`src/rtl/pipe_skid_reg_if.sv`:
```
// ============================================================================
// Module      : pipe_skid_reg_if
// Description : valid/ready handshake bundle carrying a data and control payload.
// Revision    : 1.0 - initial release
// ============================================================================
`default_nettype none

interface pipe_skid_reg_if #(
  parameter int DATA_W = 32,
  parameter int CTRL_W = 4
);
  logic              valid;
  logic              ready;
  logic [DATA_W-1:0] data;
  logic [CTRL_W-1:0] ctrl;

  modport master (output valid, output data, output ctrl, input ready);
  modport slave  (input valid, input data, input ctrl, output ready);
endinterface

`default_nettype wire

```
`src/rtl/pipe_skid_reg.sv`:
```
// ============================================================================
// Module      : pipe_skid_reg
// Description : 2-entry skid buffer pipeline stage with hold, flush and a
//               saturating downstream-stall counter.
// Revision    : 1.0 - initial release
// ============================================================================
`default_nettype none

module pipe_skid_reg #(
  parameter int DATA_W = 32,
  parameter int CTRL_W = 4,
  parameter int CNT_W  = 16
) (
  input  logic             clk,
  input  logic             rst_n,
  pipe_skid_reg_if.slave   up,
  pipe_skid_reg_if.master  dn,
  input  logic             hold,
  input  logic             flush,
  input  logic             clr_cnt,
  output logic [1:0]       occupancy,
  output logic [CNT_W-1:0] stall_cnt
);

  localparam int               PAY_W     = DATA_W + CTRL_W;
  localparam logic [CNT_W-1:0] c_CNT_MAX = {CNT_W{1'b1}};

  typedef enum logic [1:0] {
    EMPTY = 2'd0,
    ONE   = 2'd1,
    TWO   = 2'd2
  } state_t;

  state_t             r_state;
  state_t             w_state_nxt;
  logic [PAY_W-1:0]   r_main;
  logic [PAY_W-1:0]   r_skid;
  logic [PAY_W-1:0]   w_main_nxt;
  logic [PAY_W-1:0]   w_skid_nxt;
  logic [PAY_W-1:0]   w_up_pay;
  logic [CNT_W-1:0]   r_stall_cnt;
  logic               w_in_xfer;
  logic               w_out_xfer;
  logic               w_stall;

  // up.ready must not depend on dn.ready, so the skid slot absorbs the bubble.
  assign up.ready   = !hold && (r_state != TWO);
  assign dn.valid   = (r_state != EMPTY);
  assign w_up_pay   = {up.ctrl, up.data};
  assign w_in_xfer  = up.valid & up.ready;
  assign w_out_xfer = dn.valid & dn.ready & !hold & !flush;
  assign w_stall    = dn.valid & (!dn.ready | hold) & !flush;

  // Bubbles drive zeros so downstream write-enables stay low.
  assign {dn.ctrl, dn.data} = dn.valid ? r_main : '0;
  assign occupancy          = r_state;
  assign stall_cnt          = r_stall_cnt;

  always_comb begin
    w_state_nxt = r_state;
    w_main_nxt  = r_main;
    w_skid_nxt  = r_skid;
    if (flush) begin
      w_state_nxt = EMPTY;
      w_main_nxt  = '0;
      w_skid_nxt  = '0;
    end else begin
      case (r_state)
        EMPTY: begin
          if (w_in_xfer) begin
            w_state_nxt = ONE;
            w_main_nxt  = w_up_pay;
          end
        end
        ONE: begin
          if (w_in_xfer && w_out_xfer) begin
            w_main_nxt = w_up_pay;
          end else if (w_in_xfer) begin
            w_state_nxt = TWO;
            w_skid_nxt  = w_up_pay;
          end else if (w_out_xfer) begin
            w_state_nxt = EMPTY;
          end
        end
        TWO: begin
          if (w_out_xfer) begin
            w_state_nxt = ONE;
            w_main_nxt  = r_skid;
          end
        end
        default: begin
          w_state_nxt = EMPTY;
        end
      endcase
    end
  end

  always_ff @(posedge clk or negedge rst_n) begin
    if (!rst_n) begin
      r_state <= EMPTY;
      r_main  <= '0;
      r_skid  <= '0;
    end else begin
      r_state <= w_state_nxt;
      r_main  <= w_main_nxt;
      r_skid  <= w_skid_nxt;
    end
  end

  always_ff @(posedge clk or negedge rst_n) begin
    if (!rst_n) begin
      r_stall_cnt <= '0;
    end else if (clr_cnt) begin
      r_stall_cnt <= '0;
    end else if (w_stall && (r_stall_cnt != c_CNT_MAX)) begin
      r_stall_cnt <= r_stall_cnt + 1'b1;
    end
  end

endmodule

`default_nettype wire

```
`src/flat_wrapper.sv`:
```
// flat-port wrapper written by rule: the top's interface ports become plain ports
module pipe_skid_reg_flat 
#(
  parameter int DATA_W = 32,
  parameter int CTRL_W = 4,
  parameter int CNT_W  = 16
)
  (clk, rst_n, hold, flush, clr_cnt, occupancy, stall_cnt, up_valid, up_data, up_ctrl, up_ready, dn_valid, dn_data, dn_ctrl, dn_ready);
  pipe_skid_reg_if #(.DATA_W(DATA_W), .CTRL_W(CTRL_W)) up_i ();
  pipe_skid_reg_if #(.DATA_W(DATA_W), .CTRL_W(CTRL_W)) dn_i ();
  input  logic clk;
  input  logic rst_n;
  input  logic hold;
  input  logic flush;
  input  logic clr_cnt;
  output logic [1:0] occupancy;
  output logic [CNT_W-1:0] stall_cnt;
  input wire logic [$bits(up_i.valid)-1:0] up_valid;
  input wire logic [$bits(up_i.data)-1:0] up_data;
  input wire logic [$bits(up_i.ctrl)-1:0] up_ctrl;
  output wire logic [$bits(up_i.ready)-1:0] up_ready;
  output wire logic [$bits(dn_i.valid)-1:0] dn_valid;
  output wire logic [$bits(dn_i.data)-1:0] dn_data;
  output wire logic [$bits(dn_i.ctrl)-1:0] dn_ctrl;
  input wire logic [$bits(dn_i.ready)-1:0] dn_ready;
  assign up_i.valid = up_valid;
  assign up_i.data = up_data;
  assign up_i.ctrl = up_ctrl;
  assign up_ready = up_i.ready;
  assign dn_valid = dn_i.valid;
  assign dn_data = dn_i.data;
  assign dn_ctrl = dn_i.ctrl;
  assign dn_i.ready = dn_ready;
  pipe_skid_reg #(.DATA_W(DATA_W), .CTRL_W(CTRL_W), .CNT_W(CNT_W)) u_core (.clk(clk), .rst_n(rst_n), .up(up_i), .dn(dn_i), .hold(hold), .flush(flush), .clr_cnt(clr_cnt), .occupancy(occupancy), .stall_cnt(stall_cnt));
endmodule
```
`config.mk`:
```
export PLATFORM = sky130hd
export DESIGN_NAME = pipe_skid_reg_flat
export DESIGN_NICKNAME = d
export VERILOG_FILES = /design/src/rtl/pipe_skid_reg_if.sv /design/src/rtl/pipe_skid_reg.sv /design/src/flat_wrapper.sv
export SDC_FILE = /design/constraint.sdc
export NUM_CORES = 1
export LEC_CHECK = 0
export CORE_MARGIN = 3
export CORE_UTILIZATION = 53
export CTS_BUF_LIST = sky130_fd_sc_hd__clkbuf_4 sky130_fd_sc_hd__clkbuf_8
export DETAILED_ROUTE_END_ITERATION = 8
export GPL_TIMING_DRIVEN = 0
export HOLD_SLACK_MARGIN = 0.1
export PLACE_DENSITY = 0.83
export SYNTH_ARGS = -nofsm -noshare
export SYNTH_HDL_FRONTEND = slang
export SYNTH_SLANG_ARGS = --single-unit
```
`constraint.sdc`:
```
create_clock -name clk -period 1.95 [get_ports clk]
set_input_delay 0.39 -clock clk [delete_from_list [all_inputs] [get_ports clk]]
set_output_delay 0.39 -clock clk [all_outputs]
set_load 0.01 [all_outputs]
```
==> results.yml, run 1 <==
outcome:
  outcome: "finished, violations left"
  failed_checks: "setup timing"
floorplan:
  ios: 99
  die_w_um: 99.1
  die_h_um: 99.1
  design.core.area_mm2: 0.00830
  initial_utilization: 0.554
  rows: 33
  die_area_mm2: 0.00983
critical_path:
  setup.worst_path.end: "dn_data[23]"
  crit_top_cell: "buf_6"
  ff2ff_path_depth: 5
  path_depth: 7
  crit_family: "buffers and inverters"
  r2r_slack_ns: -0.02
  crit_type: "reg2out"
  arrival_ns: 1.69
  reg2reg_from: "u_core.occupancy[0]"
  path_cells: "nor2_4, inv_4, buf_8, buf_6, clkbuf_16, and2_4, buf_6"
  end_kind: "output port"
  max_stage_delay_ns: 0.45
  cp_slowest_cell: "dfrtp_2"
  reg2reg_to: "u_core.stall_cnt[8]"
  crit_fanout: 5
  critPathLaunch: "u_core.occupancy[0]"
  startpoint_type: "flip-flop"
  cp.buffers_inverters: 5
  cp_data_required_time_ns: 1.56
global_route:
  antenna_found_initial: 0
  grt_pass1_vias: 4189
  grt_usage: 0.261
  overflow: 0
  grt_max_degree: 47
  grt_pass1_wl_um: 20700
place:
  dp_hpwl_um: 8500
  gp_congestion: 0.872
  numPortBuffers: 98
  post_dp_cell_area_mm2: 0.00573
  preCtsSetupSlack_ns: -0.721
routing:
  totalWireLength_um: 13100
  viasPerCell: 5.75
  first_pass_iters: 7
  via_count: 4341
  drc: 0
  wire_per_inst_um: 17.3
  drtIter0Drc: 308
  ant_nets: 0
finish:
  diodes: 0
  fin_nets: 689
  drive_gt1_frac: 0.286
  area_growth_pct: 37.2
  utilization: 0.760
  finalInstanceArea_mm2: 0.00631
  num-fill-cells: 577
power_and_ir_drop:
  powerDensity_mw_per_mm2: 600
  power.leakage_nw: 2.79
  pwr-share-seq: 0.527
  irDropWorstVdd_mv: 0.367
  total_power_mw: 3.78
  p_sw_frac: 0.271
  clkPwrFrac: 0.307
  p_switching_mw: 1.03
  p_comb_frac: 0.167
  p_int_mw: 2.76
yosys:
  ys_types: 37
  ys_ff_latch: 90
  synth_cells: 518
  yosysWarnings: 0
  syn_avg_cell_area_um2: 8.87
  async_flop_share: 1.00
  ys.flop_type: "dfrtp_1"
  synth_area_mm2: 0.00460
  seq_area_frac_synth: 0.490
  synth-edff-count: 0
  postSynthNetCount: 562
sta:
  report.final.hold_viol_count: 0
  skew_ns: 0.0123
  period_needed_ns: 2.08
  rsz0062_at_grt: "true"
  fmax_mhz: 482
  maxSlewViolCount: 0
  slew-limit-headroom: 0.580
  setup_viol: 27
  worst_slew_pin_slew_ns: 0.630
  setup_slack_ns: -0.126
  finalCritPeriodShare: 1.06
  finalHoldWorstSlack_ns: 0.506
cts:
  cts_buffers: 9
  clock-sinks: 90
  cts.htree.levels: 3
  cts_tree: "done"
  clkLatencyLatePin_ns: 0.36
  clk_path_buf_depth: 2
  clockRootBuffer: "clkbuf_8"
  clk_pin_slew_worst_paths_ns: 0.09
run:
  max_cap_viol_count: 0
hold_path:
  min_path_type: "reg2reg"
## power groups by stage
| stage | logic, mW | registers [mW] | clock network [mW] |
|---|---|---|---|
| after floorplan | 0.255 | 2.01 | 0 |
| after global placement | 0.513 | 2.02 | 0 |
| after detailed placement | 0.533 | 2.02 | 0 |
| after CTS | 0.593 | 1.99 | 1.17 |
| after global routing | 0.683 | 2.00 | 1.25 |
| final | 0.631 | 1.99 | 1.16 |
## sequential cells by signal (all words and copies together) (netlist names)
| name | count |
|---|---|
| u_core.stall_cnt | 16 |
| u_core.r_skid | 36 |
| u_core.occupancy | 2 |
| u_core.r_main | 36 |
## worst min-delay path by stage
stage	from	endpoint	slack, ns	cells past startpoint
3_5_place_dp	rst_n	u_core.r_main[12]	0.45	1
5_1_grt	u_core.r_main[4]	u_core.r_main[4]	0.53	1
3_3_place_gp	u_core.r_main[10]	u_core.r_main[10]	0.47	1
6_report	u_core.r_main[25]	u_core.r_main[25]	0.51	1
2_1_floorplan	rst_n	u_core.occupancy[0]	0.09	0
4_1_cts	u_core.r_main[15]	u_core.r_main[15]	0.51	1
## routing by layer
| metal | GRT usage | routed length, um | up-vias | share of wire |
|---|---|---|---|---|
| met5 | 0 | 0 | - | 0 |
| met4 | 0.0924 | 303 | 0 | 0.023 |
| met3 | 0.0372 | 937 | 30 | 0.072 |
| met2 | 0.420 | 6450 | 191 | 0.49 |
| met1 | 0.365 | 5390 | 2108 | 0.41 |
| li1 | - | - | 2012 | - |
## Yosys cell counts, types with 6 or more instances
| cell type | n | area share |
|---|---|---|
| a21oi_1 | 83 | 0.090 |
| and2_1 | 36 | 0.049 |
| o31ai_1 | 8 | 0.013 |
| nand3_1 | 6 | 0.0065 |
| dfrtp_1 | 90 | 0.49 |
| nand2_1 | 152 | 0.12 |
| nor2_1 | 8 | 0.0065 |
| or4_1 | 7 | 0.011 |
| nor2b_1 | 6 | 0.0082 |
| clkbuf_1 | 28 | 0.023 |
| mux2_2 | 40 | 0.098 |
| or3_1 | 6 | 0.0082 |
## logic make-up after synthesis
logic type,after synthesis,synth area share
AND/OR/NAND/NOR,246,0.252
AO/OA/AOI/OAI,100,0.119
flip-flops,90,0.490
multiplexers,41,0.100
buffers and inverters,40,0.0357
adder cells (fa/ha/maj),1,0.00272
## cell usage in the layout, fill, tap and decap left out, types with 3 or more instances in the layout
cell type / synthesis / layout
a21oi_1: 83 / 83
and2_1: 36 / 13
and2_4: 0 / 23
buf_2: 2 / 9
buf_4: 3 / 17
buf_6: 0 / 27
clkbuf_1: 28 / 6
clkbuf_2: 0 / 20
clkbuf_8: 0 / 12
clkdlybuf4s50_1: 0 / 56
clkinvlp_4: 0 / 4
dfrtp_1: 90 / 83
dfrtp_2: 0 / 7
inv_1: 5 / 4
mux2_2: 40 / 40
nand2_1: 152 / 152
nand2b_1: 4 / 3
nand3_1: 6 / 6
nand4_1: 5 / 5
nor2_1: 8 / 7
nor2b_1: 6 / 5
nor4_2: 1 / 4
o31ai_1: 8 / 8
or3_1: 6 / 4
or4_1: 7 / 7
## timing repair
item | in CTS | in global routing
gates resized for setup | 199 | 68
endpoints found under the setup margin | 119 | 113
hold endpoints to repair | 45 | 0
buffers inserted | 8 | 8
pin swaps | 10 | 16
gates cloned | 2 | 1
hold buffers | 1 | 0
## cell type report
class | instances | area [um2] | area share
tap | 105 | 131 | 0.0208
sequential | 90 | 2260 | 0.359
multi-input combinational | 388 | 2340 | 0.371
clock inverter | 6 | 43.8 | 0.00694
inverter | 5 | 21.3 | 0.00337
clock buffer | 10 | 131 | 0.0208
buffer | 32 | 218 | 0.0345
timing repair buffer | 119 | 1160 | 0.184
## per-stage QoR
stage	setup TNS [ns]	std cells
2_1_floorplan	0	518
4_1_cts	-2.38	747
3_3_place_gp	-308.85	721
5_1_grt	-3.63	755
6_report	-2.03	755
3_5_place_dp	-62.62	722
## worst reg2reg max path: cells and delay by family, from the launching register on
kind,cells,cell delay [ns]
simple gates,3,0.99
flops,1,0.42
buf+inv,1,0.25
compound gates,1,0.23
(Power assumes the default switching activity.)
==> inputs of run 2 (changes only) <==
Settings changed: CORE_MARGIN 3 to 1, SKIP_CTS_REPAIR_TIMING from default to 1.
==> run 2 against run 1 <==
Compared with the run above:
- via count fell by 0.21%
- routed wire length fell by 1.0%
- first-iteration DRC count rose by 24%
- sequential power barely moved
- clock skew fell by 0.0015 ns
- critical path depth rose by 1
- utilization rose by 1.4 points
- register-to-register slack barely moved
- the run still ends with setup timing left
- clock power rose by 14%
- non-clock buffer count rose by 9
- power rose by 4.9%
- critical endpoint is now dn_data[17]
- count of clock-buffer cells in the layout did not move
==> results.yml, run 2 (synthesis gave the netlist of run 1 again) <==
sta:
  period_needed_ns: 2.15
  maxSlewViolCount: 0
  slew-limit-headroom: 0.656
  fmax_mhz: 466
  setup_viol: 53
  rsz0062_at_grt: "true"
  setup_slack_ns: -0.196
  fin_setup_tns_ns: -5.10
  finalCritPeriodShare: 1.10
  worst_slew_pin_slew_ns: 0.512
  report.final.hold_viol_count: 0
  skew_ns: 0.0108
floorplan:
  die_w_um: 95.1
  die_h_um: 95.1
  rows: 33
  design.core.area_mm2: 0.00830
  die_area_mm2: 0.00905
  initial_utilization: 0.554
  ios: 99
critical_path:
  arrival_ns: 1.76
  ff2ff_path_depth: 8
  cp_data_required_time_ns: 1.56
  crit_fanout: 5
  startpoint_type: "flip-flop"
  critPathLaunch: "u_core.occupancy[1]"
  reg2reg_from: "u_core.occupancy[1]"
  end_kind: "output port"
  crit_type: "reg2out"
power_and_ir_drop:
  total_power_mw: 3.97
  irDropWorstVdd_mv: 0.399
  powerDensity_mw_per_mm2: 618
  power.leakage_nw: 2.88
global_route:
  grt_max_degree: 58
  overflow: 0
  antenna_found_initial: 0
  grt_pass1_wl_um: 19300
  met1_usage: 0.392
  grt_most_used_layer: "met2"
  met3_usage: 0.0486
  grt_usage: 0.278
  grt_pass1_vias: 3929
  globalRouteMet2Util: 0.436
hold_path:
  holdPathStages: 1
  min_path_type: "reg2reg"
  min-delay-start: "u_core.r_main[17]"
finish:
  diodes: 0
  fin_nets: 698
  num-fill-cells: 543
  area_growth_pct: 39.7
  finalInstanceArea_mm2: 0.00642
  utilization: 0.774
  drive_gt1_frac: 0.299
  final_cell_mix: "152 x nand2_1, 83 x a21oi_1, 83 x dfrtp_1"
  final_common_cell: "nand2_1"
outcome:
  failed_checks: "setup timing"
  outcome: "finished, violations left"
cts:
  cts.htree.levels: 3
  cts_tree: "done"
  clkLatencyLatePin_ns: 0.36
  clk_path_buf_depth: 2
  clock-sinks: 90
  clk_pin_slew_worst_paths_ns: 0.09
  clockRootBuffer: "clkbuf_8"
  cts_buffers: 9
place:
  post_dp_cell_area_mm2: 0.00573
  numPortBuffers: 98
  gp_congestion: 0.901
  dp_hpwl_um: 8400
routing:
  wire_per_inst_um: 17.0
  first_pass_iters: 6
  via_count: 4332
  ant_nets: 0
  viasPerCell: 5.68
  totalWireLength_um: 12900
  drtIter0Drc: 381
  drc: 0
run:
  max_cap_viol_count: 0
-- run 2: cell count changes in the layout (fill, tap and decap cells not counted), moves of 4 or more --
cell    delta
buf_2      -5
and2_1     -4
buf_6     +15
and2_4     +4
-- run 2: area by class of cell --
cell class | instances | area (um2) | share of cell area
Sequential cell | 90 | 2260 | 0.352
Clock buffer | 10 | 138 | 0.0214
Multi-Input combinational cell | 388 | 2330 | 0.363
Timing Repair Buffer | 128 | 1250 | 0.195
Inverter | 5 | 18.8 | 0.00292
Clock inverter | 5 | 63.8 | 0.00994
Buffer | 32 | 221 | 0.0345
Tap cell | 105 | 131 | 0.0205
-- run 2: routing by layer --
| layer | vias up | part of all wire |
|---|---|---|
| met1 | 2104 | 0.42 |
| met2 | 191 | 0.50 |
| li1 | 2019 | - |
| met5 | - | 0 |
| met4 | 0 | 0.012 |
| met3 | 18 | 0.064 |
-- run 2: metrics by stage --
step	cells	worst slack, ns	hold WS, ns
2_1_floorplan	518	0.0989	0.0944
3_3_place_gp	721	-2.78	0.470
3_5_place_dp	722	-0.735	0.379
4_1_cts	737	-0.955	-0.00596
5_1_grt	763	-0.250	0.527
6_report	763	-0.196	0.508
-- run 2: worst paths after layout --
| check | end | slack (ns) |
|---|---|---|
| setup / recovery | dn_data[17] | -0.20 |
| hold / removal | u_core.r_main[17] | 0.51 |
| setup reg to reg | u_core.r_main[12] | -0.03 |
| hold reg to reg | u_core.r_main[17] | 0.51 |
| max in group asynchronous | u_core.stall_cnt[8] | 0.77 |
| min in group asynchronous | u_core.stall_cnt[3] | 0.54 |
-- run 2: power by group --
| part | switching, mW | total, mW | internal [mW] | leakage, nW |
|---|---|---|---|---|
| Combinational | 0.299 | 0.652 | 0.353 | 1.57 |
| Clock | 0.690 | 1.32 | 0.630 | 0.0989 |
| Sequential | 0.0501 | 2.00 | 1.95 | 1.21 |
| Total | 1.04 | 3.97 | 2.93 | 2.88 |
-- run 2: worst max-delay path, cell delays in order (launching register included) --
cell      delay, ns
dfrtp_2        0.43
buf_6          0.13
nor2_4         0.12
inv_2          0.06
buf_8          0.13
buf_6          0.13
buf_6          0.12
and2_1         0.16
clkbuf_2       0.13
